`src/rtl/sram_link_pkg.sv`:
```
// Shared definitions for the SRAM subsystem command link: command codes,
// special response words, response status codes and the initiator FSM states.
package sram_link_pkg;

    // Command codes carried on the offer channel; codes above CMD_WR are illegal.
    localparam logic [3:0] CMD_PWR_OFF = 4'd0;
    localparam logic [3:0] CMD_PWR_ON  = 4'd1;
    localparam logic [3:0] CMD_RD      = 4'd2;
    localparam logic [3:0] CMD_WR      = 4'd3;

    // Response words with a fixed meaning.
    localparam logic [15:0] NAK_WORD = 16'h000D;
    localparam logic [15:0] ACK_WORD = 16'h0001;

    typedef enum logic [1:0] {
        RSP_OK      = 2'd0,
        RSP_NAK     = 2'd1,
        RSP_TIMEOUT = 2'd2
    } rsp_status_e;

    typedef enum logic [2:0] {
        ST_IDLE = 3'd0,
        ST_CMD  = 3'd1,
        ST_ADDR = 3'd2,
        ST_DATA = 3'd3,
        ST_WAIT = 3'd4,
        ST_RESP = 3'd5
    } state_e;

endpackage

```
`src/rtl/sram_client_initiator.sv`:
```
// Client-side initiator for the SRAM subsystem command link.
// Takes one host request at a time, sends the command on offer, the address
// (and write data) on receive, then waits for the controller's response word
// on send and hands status plus data back to the host. Tracks whether the
// subsystem is powered so memory commands can be refused locally.
// Optional feature: define SRAM_CLIENT_TIMEOUT_EN to bound the response wait
// to TIMEOUT_CYCLES cycles (status TIMEOUT on expiry).
module sram_client_initiator
    import sram_link_pkg::*;
#(
    parameter int DATA_W         = 16,
    parameter int CMD_W          = 4,
    parameter int TIMEOUT_CYCLES = 255
) (
    input  logic              CLK,
    input  logic              RESET,
    input  logic              req_valid,
    output logic              req_ready,
    input  logic [CMD_W-1:0]  req_cmd,
    input  logic [DATA_W-1:0] req_addr,
    input  logic [DATA_W-1:0] req_data,
    output logic              rsp_valid,
    input  logic              rsp_ready,
    output logic [DATA_W-1:0] rsp_data,
    output logic [1:0]        rsp_status,
    output logic [CMD_W-1:0]  offer,
    output logic              offer_valid,
    input  logic              offer_ready,
    output logic [DATA_W-1:0] receive,
    output logic              dfcq_valid,
    input  logic              dfcq_ready,
    input  logic [DATA_W-1:0] send,
    input  logic              send_valid,
    output logic              powered,
    output logic [2:0]        current_state
);

    // A wait limit of zero cycles has no meaning; stop elaboration early.
    if (TIMEOUT_CYCLES < 1) begin : g_bad_timeout
        $error("sram_client_initiator: TIMEOUT_CYCLES must be at least 1");
    end

    state_e            state_reg, state_next;
    logic [CMD_W-1:0]  cmd_reg, cmd_next;
    logic [DATA_W-1:0] addr_reg, addr_next;
    logic [DATA_W-1:0] data_reg, data_next;
    logic [DATA_W-1:0] rsp_data_reg, rsp_data_next;
    rsp_status_e       rsp_status_reg, rsp_status_next;
    logic              powered_reg, powered_next;

    // Command decode: incoming request (used at accept) and latched command.
    logic req_is_legal, req_is_mem;
    logic cmd_is_wr, cmd_is_mem, cmd_is_pwr_on, cmd_is_pwr_off;
    logic send_is_nak;

    assign req_is_legal   = (req_cmd <= CMD_W'(CMD_WR));
    assign req_is_mem     = (req_cmd == CMD_W'(CMD_RD)) || (req_cmd == CMD_W'(CMD_WR));
    assign cmd_is_wr      = (cmd_reg == CMD_W'(CMD_WR));
    assign cmd_is_mem     = (cmd_reg == CMD_W'(CMD_RD)) || cmd_is_wr;
    assign cmd_is_pwr_on  = (cmd_reg == CMD_W'(CMD_PWR_ON));
    assign cmd_is_pwr_off = (cmd_reg == CMD_W'(CMD_PWR_OFF));
    assign send_is_nak    = (send == DATA_W'(NAK_WORD));

`ifdef SRAM_CLIENT_TIMEOUT_EN
    localparam int CNT_W = $clog2(TIMEOUT_CYCLES + 1);

    logic [CNT_W-1:0] wait_cnt_reg, wait_cnt_next;
    logic             wait_expired;

    // Counter restarts from zero on every WAIT entry and advances each WAIT cycle.
    always_comb begin
        wait_cnt_next = '0;
        if (state_reg == ST_WAIT) begin
            wait_cnt_next = wait_cnt_reg + 1'b1;
        end
    end

    // Expiry cycle is the TIMEOUT_CYCLES-th cycle spent in WAIT.
    assign wait_expired = (wait_cnt_reg == CNT_W'(TIMEOUT_CYCLES - 1));

    // Wait counter register.
    always_ff @(posedge CLK) begin
        if (RESET) begin
            wait_cnt_reg <= '0;
        end else begin
            wait_cnt_reg <= wait_cnt_next;
        end
    end
`endif

    // Next-state and datapath-latch logic for the request sequence.
    always_comb begin
        state_next      = state_reg;
        cmd_next        = cmd_reg;
        addr_next       = addr_reg;
        data_next       = data_reg;
        rsp_data_next   = rsp_data_reg;
        rsp_status_next = rsp_status_reg;
        powered_next    = powered_reg;

        case (state_reg)
            ST_IDLE: begin
                if (req_valid) begin
                    cmd_next  = req_cmd;
                    addr_next = req_addr;
                    data_next = req_data;
                    // Illegal commands and memory access to an unpowered
                    // subsystem are answered locally without touching the link.
                    if (!req_is_legal || (req_is_mem && !powered_reg)) begin
                        state_next      = ST_RESP;
                        rsp_status_next = RSP_NAK;
                        rsp_data_next   = DATA_W'(NAK_WORD);
                    end else begin
                        state_next = ST_CMD;
                    end
                end
            end
            ST_CMD: begin
                if (offer_ready) begin
                    state_next = cmd_is_mem ? ST_ADDR : ST_WAIT;
                end
            end
            ST_ADDR: begin
                if (dfcq_ready) begin
                    state_next = cmd_is_wr ? ST_DATA : ST_WAIT;
                end
            end
            ST_DATA: begin
                if (dfcq_ready) begin
                    state_next = ST_WAIT;
                end
            end
            ST_WAIT: begin
                if (send_valid) begin
                    state_next    = ST_RESP;
                    rsp_data_next = send;
                    if (send_is_nak) begin
                        rsp_status_next = RSP_NAK;
                    end else begin
                        rsp_status_next = RSP_OK;
                        if (cmd_is_pwr_on) begin
                            powered_next = 1'b1;
                        end else if (cmd_is_pwr_off) begin
                            powered_next = 1'b0;
                        end
                    end
                end
`ifdef SRAM_CLIENT_TIMEOUT_EN
                else if (wait_expired) begin
                    state_next      = ST_RESP;
                    rsp_status_next = RSP_TIMEOUT;
                    rsp_data_next   = '0;
                end
`endif
            end
            ST_RESP: begin
                if (rsp_ready) begin
                    state_next = ST_IDLE;
                end
            end
            default: begin
                state_next = ST_IDLE;
            end
        endcase
    end

    // State and latched request/response registers.
    always_ff @(posedge CLK) begin
        if (RESET) begin
            state_reg      <= ST_IDLE;
            cmd_reg        <= '0;
            addr_reg       <= '0;
            data_reg       <= '0;
            rsp_data_reg   <= '0;
            rsp_status_reg <= RSP_OK;
            powered_reg    <= 1'b0;
        end else begin
            state_reg      <= state_next;
            cmd_reg        <= cmd_next;
            addr_reg       <= addr_next;
            data_reg       <= data_next;
            rsp_data_reg   <= rsp_data_next;
            rsp_status_reg <= rsp_status_next;
            powered_reg    <= powered_next;
        end
    end

    // Handshake outputs decode straight from the state; payloads are zero when idle.
    assign req_ready     = (state_reg == ST_IDLE);
    assign rsp_valid     = (state_reg == ST_RESP);
    assign offer_valid   = (state_reg == ST_CMD);
    assign offer         = offer_valid ? cmd_reg : '0;
    assign dfcq_valid    = (state_reg == ST_ADDR) || (state_reg == ST_DATA);
    assign receive       = (state_reg == ST_ADDR) ? addr_reg :
                           (state_reg == ST_DATA) ? data_reg : '0;
    assign rsp_data      = rsp_data_reg;
    assign rsp_status    = rsp_status_reg;
    assign powered       = powered_reg;
    assign current_state = state_reg;

endmodule

```
`config.mk`:
```
export PLATFORM = sky130hd
export DESIGN_NAME = sram_client_initiator
export DESIGN_NICKNAME = d
export VERILOG_FILES = /design/src/rtl/sram_link_pkg.sv /design/src/rtl/sram_client_initiator.sv
export SDC_FILE = /design/constraint.sdc
export NUM_CORES = 1
export LEC_CHECK = 0
export CAP_MARGIN = 20
export CORE_MARGIN = 2
export CORE_UTILIZATION = 49
export CTS_BUF_LIST = sky130_fd_sc_hd__clkbuf_2 sky130_fd_sc_hd__clkbuf_4 sky130_fd_sc_hd__clkbuf_8
export DETAILED_ROUTE_END_ITERATION = 7
export HOLD_SLACK_MARGIN = 0.03
export PLACE_DENSITY_LB_ADDON = 0.05
export REMOVE_ABC_BUFFERS = 1
export SLEW_MARGIN = 20
export SYNTH_ARGS = -nofsm -noshare
export SYNTH_HDL_FRONTEND = slang
export SYNTH_SLANG_ARGS = --single-unit
```
`constraint.sdc`:
```
create_clock -name CLK -period 5 [get_ports CLK]
set_clock_uncertainty 0.2 [all_clocks]
set_input_delay 1 -clock CLK [delete_from_list [all_inputs] [get_ports CLK]]
set_output_delay 1 -clock CLK [all_outputs]
set_load 0.005 [all_outputs]
```
==> results.py, run 1 <==
metrics = {
    "route": {
        "met2_wire_length_mm": 3.07,
        "wirelength_mm": 6.65,
        "post-route-drc-count": 0,
        "drt-vias-per-instance": 5.16,
        "route.detailed.wl_per_inst_um": 13.4,
        "detail_route.first_pass.iterations": 4,
        "ant_nets": 0,
        "dr.first_iter.drc_count": 94,
        "routed-via-count": 2567,
        "met3_length_um": 451,
        "detail_route.wirelength.met1_mm": 3.00,
        "top_layer_used": "met4",
    },
    "pwr": {
        "power-per-cell-area_nw_per_um2": 402,
        "switching_power_mw": 0.505,
        "vdd_drop_max_v": 0.000240,
        "power.static_leakage_nw": 1.45,
        "share_of_power_burned_in_registers": 0.378,
        "cell_internal_pwr_mw": 1.08,
        "clock_power_share": 0.285,
        "power_frac_comb": 0.337,
        "power.switching_fraction": 0.318,
    },
    "clock_tree": {
        "post_cts.repair.setup_buffers": 0,
        "worst_setup_hold_path_clk_slew_ns": 0.06,
        "cts.root.buffer_cell": "clkbuf_8",
        "tritoncts": "built",
        "clk_latency_ns": 0.32,
        "post_cts_hold_buffer_count": 0,
        "cts_htree_levels": 3,
        "cts_inserted_buffers": 9,
        "cts-root-to-sink-buffers": 2,
        "post_cts.resized_instances": 0,
        "cts.sinks": 57,
    },
    "min_path": {
        "hp-class": "flip-flop to flip-flop",
    },
    "sta": {
        "min_period_over_period": 0.728,
        "hold_violations": 0,
        "min_period_ns": 3.64,
        "setup_tns_ns": 0,
        "rsz0062_at_grt": "false",
        "finalWorstSetupSlack_ns": 1.36,
        "worst-slew-pin-transition_ns": 0.780,
        "setup-violations-final": 0,
        "finalMaxSlewViolations": 0,
        "maxSlewHeadroom": 0.480,
        "fin_worst_hold_slack_ns": 0.253,
        "achievable_frequency_mhz": 275,
    },
    "yosys": {
        "dominant_combinational_cell_family_by_area_after_synthesis": "simple AND/OR/NAND/NOR gates",
        "fraction_of_the_mapped_netlist_area_in_adder_cells": 0,
        "summed_instance_area_of_the_synthesized_netlist_um2": 2780,
        "synth_simple_gate_area_share": 0.279,
        "synth-compound-area-share": 0.125,
        "synthesis.yosys.warnings": 0,
        "synth_xor_xnor_area_share": 0,
        "ys_seq_area_frac": 0.411,
        "synth_area_per_cell_um2": 8.47,
        "commonest_register_cell_after_synthesis": "dfxtp_1",
        "yosys-mux-area-fraction": 0.112,
        "postSynthRegisterBits": 57,
        "yosysUniqueCellTypes": 43,
        "synth-edff-count": 0,
        "postSynth.asyncResetShare": 0,
        "synthCells": 328,
    },
    "worst_setup_path": {
        "crit_path_max_fanout": 18,
        "timing.critical_path.to_type": "output port",
        "worst-endpoint-arrival_ns": 2.44,
        "worst_ep_required_time_ns": 3.80,
        "start_kind": "flip-flop",
        "crit_type": "flip-flop to output port",
    },
    "global_routing": {
        "grt_util_all_layers": 0.217,
        "grt_start_max_net_pins": 38,
        "antenna_found_initial": 0,
        "grt_pass1_vias": 2374,
        "globalRoute.totalOverflow": 0,
        "first_pass_grt_wire_length_mm": 10.6,
    },
    "placed_design": {
        "finalWeightedCongestion": 0.819,
        "port_buffers": 103,
        "post-place-ws_ns": 1.79,
        "post-place-cells": 481,
        "hpwl_mm": 4.51,
    },
    "layout": {
        "areaGrowthSynthToFinish_pct": 42.3,
        "post_route_cells_drive_above_1_share": 0.115,
        "fill_cell_total_of_the_finished_layout": 472,
        "multiInputGateArea_um2": 1440,
        "num-nets-final": 479,
        "register_area_um2": 1140,
        "diodes": 0,
        "final-instance-count-excl-fill": 497,
    },
    "die": {
        "core_area_um2": 5510,
        "placementRows": 27,
        "die_w_um": 79.3,
        "boundaryPins": 105,
        "die_y_um": 79.3,
        "die_area_um2": 6290,
        "start_util": 0.504,
    },
    "run": {
        "cap_viol_max_count": 0,
    },
    "outcome": {
        "outcome": "finished, final reports clean",
    },
}
[kinds of logic after synthesis]
family	after synthesis
AO/OA/AOI/OAI	52
multiplexers	31
AND/OR/NAND/NOR	156
buffers and inverters	31
flip-flops	57
other	1
[per-layer routing]
layer / vias to the layer above / GRT usage
met4: 0 / 0.100
met1: 1191 / 0.251
met5: - / 0
met2: 76 / 0.363
met3: 10 / 0.0693
li1: 1290 / -
[synthesized netlist by cell type (all sizes together) (2+ instances only)]
| cell type | n | area [µm²] |
|---|---|---|
| a211o | 2 | 17.5 |
| a211oi | 5 | 42.5 |
| a21oi | 36 | 218 |
| and2 | 3 | 18.8 |
| and3 | 4 | 25.0 |
| buf | 18 | 151 |
| clkbuf | 7 | 26.3 |
| dfxtp | 57 | 1140 |
| inv | 6 | 22.5 |
| mux2i | 31 | 310 |
| nand2 | 90 | 368 |
| nand2b | 15 | 93.8 |
| nand4 | 3 | 18.8 |
| nor2 | 21 | 93.8 |
| nor2b | 2 | 12.5 |
| nor3 | 3 | 15.0 |
| nor4 | 3 | 25.0 |
| nor4b | 4 | 35.0 |
| o211ai | 2 | 15.0 |
| o21ai | 3 | 15.0 |
| or3b | 2 | 20.0 |
[cell usage in the layout, fill, tap and decap left out, types with 5 or more instances in the layout]
master | netlist | routed
a21oi_2 | 10 | 10
dfxtp_1 | 57 | 57
nand2_2 | 12 | 12
clkbuf_8 | 0 | 12
a21oi_1 | 26 | 26
nand2_1 | 78 | 78
nand2b_1 | 15 | 15
inv_1 | 5 | 5
mux2i_1 | 31 | 31
nor2_1 | 19 | 19
clkdlybuf4s50_1 | 0 | 102
[final timing paths]
kind         cells after the start                   endpoint                     startpoint  slack, ns
max                              4                 receive[9]  current_state[2]$_SDFFE_PP0P_       1.36
min                              2  addr_reg[14]$_SDFFE_PP0P_      addr_reg[14]$_SDFFE_PP0P_       0.25
max reg2reg                      7   addr_reg[5]$_SDFFE_PP0P_  current_state[0]$_SDFFE_PP0P_       2.56
min reg2reg                      2  addr_reg[14]$_SDFFE_PP0P_      addr_reg[14]$_SDFFE_PP0P_       0.25
[critical path, stage by stage, from the launching register on]
cell	delay (ns)
dfxtp_1	0.43
inv_1	0.34
nand2_1	0.53
nor2_1	0.29
clkdlybuf4s50_1	0.53
[power groups by stage]
stage	clock network, mW	logic (mW)	registers [mW]
floorplan	0	0.306	0.614
global placement	0	0.533	0.607
detailed placement	0	0.534	0.610
CTS	0.463	0.538	0.601
global route	0.480	0.584	0.613
finish	0.453	0.535	0.600
[per-stage QoR]
step	power [mW]	utilization	instance area, µm²
global route	1.68	0.718	3950
floorplan	0.920	-	2600
detailed placement	1.14	0.679	3740
finish	1.59	0.718	3950
CTS	1.60	0.718	3950
global placement	1.14	0.679	3740
[layout make-up]
| cell class | count | area share |
|---|---|---|
| Clock buffer | 14 | 0.0456 |
| Clock inverter | 2 | 0.00886 |
| Tap cell | 72 | 0.0228 |
| Multi-Input combinational cell | 240 | 0.363 |
| Sequential cell | 57 | 0.289 |
| Timing Repair Buffer | 106 | 0.265 |
| Inverter | 6 | 0.00570 |
Power figures use the tool's default switching activity.
==> inputs of run 2 (changes only) <==
CORE_UTILIZATION = 41   (was 49)
clock period = 3.25 ns   (was 5 ns; I/O delays follow)
==> results.py, run 2 (synthesized netlist as in run 1, its figures left out) <==
metrics = {
    "sta": {
        "fin_worst_hold_slack_ns": 0.256,
        "worst-slew-pin-transition_ns": 0.675,
        "finalMaxSlewViolations": 0,
        "hold_violations": 0,
        "setup-violations-final": 0,
        "setup_tns_ns": 0,
        "maxSlewHeadroom": 0.549,
        "min_period_over_period": 0.907,
        "achievable_frequency_mhz": 339,
        "rsz0062_at_grt": "false",
        "min_period_ns": 2.95,
    },
    "worst_setup_path": {
        "critPathTopFamily": "buffers and inverters",
        "crit_path_max_fanout": 12,
        "ff2ff_setup_slack_ns": 1.26,
        "timing.critical_path.to_type": "output port",
        "worst_ep_required_time_ns": 2.40,
        "critical_path_slowest_stage_cell": "dfxtp_1",
        "worstPathCellList": "nand2_2 -> buf_4 -> nor2_1 -> clkdlybuf4s50_1",
        "worst-endpoint-arrival_ns": 2.10,
        "crit_type": "flip-flop to output port",
        "buf_inv_on_cp": 2,
        "start_kind": "flip-flop",
        "timing.rr.start": "current_state[0]$_SDFFE_PP0P_",
        "timing.rr.end": "addr_reg[0]$_SDFFE_PP0P_",
        "largest_stage_delay_on_the_critical_path_ns": 0.61,
        "r2r_cells": 8,
    },
    "die": {
        "placementRows": 29,
        "core_area_um2": 6460,
        "die_y_um": 86.3,
        "boundaryPins": 105,
        "start_util": 0.430,
        "die_w_um": 86.3,
        "die_area_um2": 7450,
    },
    "clock_tree": {
        "cts_inserted_buffers": 9,
        "tritoncts": "built",
        "post_cts_hold_buffer_count": 0,
        "cts.sinks": 57,
        "cts_htree_levels": 3,
        "clk_latency_ns": 0.33,
        "cts.root.buffer_cell": "clkbuf_8",
        "post_cts.repair.setup_buffers": 0,
        "cts-root-to-sink-buffers": 2,
        "worst_setup_hold_path_clk_slew_ns": 0.07,
    },
    "outcome": {
        "outcome": "finished, final reports clean",
    },
    "pwr": {
        "power.static_leakage_nw": 1.49,
        "totalPowerFinal_mw": 2.61,
        "power-per-cell-area_nw_per_um2": 644,
        "vdd_drop_max_v": 0.000294,
    },
    "min_path": {
        "min_path_cells": 2,
        "hp-class": "flip-flop to flip-flop",
        "hold_end": "addr_reg[14]$_SDFFE_PP0P_",
        "timing.hold.worst.start": "addr_reg[14]$_SDFFE_PP0P_",
    },
    "route": {
        "drt-vias-per-instance": 5.00,
        "dr.first_iter.drc_count": 98,
        "ant_nets": 0,
        "routed-via-count": 2546,
        "route.detailed.wl_per_inst_um": 13.8,
        "post-route-drc-count": 0,
        "wirelength_mm": 7.04,
        "detail_route.first_pass.iterations": 4,
    },
    "layout": {
        "mostFrequentLayoutCell": "clkdlybuf4s50_1",
        "fin_util": 0.627,
        "register_area_um2": 1140,
        "post_layout_instance_area_um2": 4050,
        "areaGrowthSynthToFinish_pct": 45.8,
        "num-nets-final": 486,
        "multiInputGateArea_um2": 1440,
        "post_route_cells_drive_above_1_share": 0.134,
        "diodes": 0,
        "commonest_cells_after_routing_fill_and_taps_aside": "102 x clkdlybuf4s50_1, 77 x nand2_1, 57 x dfxtp_1, 31 x mux2i_1, 26 x a21oi_1",
        "fill_cell_total_of_the_finished_layout": 583,
    },
    "run": {
        "cap_viol_max_count": 0,
    },
    "placed_design": {
        "finalWeightedCongestion": 0.792,
        "hpwl_mm": 5.02,
        "placedInstanceArea_um2": 3800,
        "port_buffers": 103,
    },
    "global_routing": {
        "antenna_found_initial": 0,
        "first_pass_grt_wire_length_mm": 11.4,
        "globalRoute.totalOverflow": 0,
        "grt_pass1_vias": 2376,
        "grt_util_all_layers": 0.193,
        "grt_start_max_net_pins": 37,
    },
}
-- run 2: cell types whose count changed in the layout (fill, tap and decap cells not counted), sizes merged --
cell,before,now
buf,4,11
bufinv,1,3
clkbuf,14,11
clkinvlp,0,1
-- run 2: how the worst max path moves through the flow --
stage	startpoint	endpoint	slack [ns]	cells past startpoint
6_report	current_state[1]$_SDFFE_PP0P_	receive[2]	0.30	4
5_1_grt	current_state[1]$_SDFFE_PP0P_	receive[6]	0.15	4
4_1_cts	current_state[1]$_SDFFE_PP0P_	receive[2]	0.12	4
3_5_place_dp	current_state[1]$_SDFFE_PP0P_	receive[8]	0.51	4
3_3_place_gp	current_state[1]$_SDFFE_PP0P_	receive[9]	0.55	4
2_1_floorplan	current_state[0]$_SDFFE_PP0P_	rsp_status[0]$_SDFFE_PP0P_	0.75	6
-- run 2: tightest hold or removal path, cell delays in order, from the launching register on --
cell and delay [ns]:
dfxtp_1 0.31, nand2_1 0.05, a21oi_1 0.05
-- run 2: area by class of cell --
| type | count | area share |
|---|---|---|
| repair buffers | 113 | 0.272 |
| clock buffers | 11 | 0.0358 |
| multi-input cells | 240 | 0.356 |
| inverters | 6 | 0.00556 |
| well taps | 77 | 0.0238 |
| clock inverters | 5 | 0.0253 |
| flip-flops and latches | 57 | 0.282 |
-- run 2: metrics by stage --
step	cells	setup WS [ns]
finish	509	0.303
global route	509	0.153
CTS	509	0.115
detailed placement	493	0.514
global placement	493	0.549
floorplan	303	0.748
-- run 2: timing repair --
item | 4_1_cts | 5_1_grt
endpoints found under the hold margin | 0 | 0
endpoints found under the setup margin | 0 | 1
resized for setup | 0 | 1
-- run 2: routing by layer --
| layer | vias to the layer above | share of wire | routed length [µm] | global-route usage |
|---|---|---|---|---|
| met5 | - | 0 | 0 | 0 |
| met4 | 0 | 0.014 | 95 | 0.0724 |
| met3 | 8 | 0.063 | 444 | 0.0486 |
| met2 | 84 | 0.48 | 3350 | 0.316 |
| met1 | 1156 | 0.45 | 3150 | 0.247 |
| li1 | 1298 | - | - | - |
-- run 2: power breakdown --
part,total (mW),internal (mW),switching [mW]
Combinational,0.894,0.439,0.455
Clock,0.823,0.538,0.285
Sequential,0.892,0.822,0.0698
Total,2.61,1.80,0.810
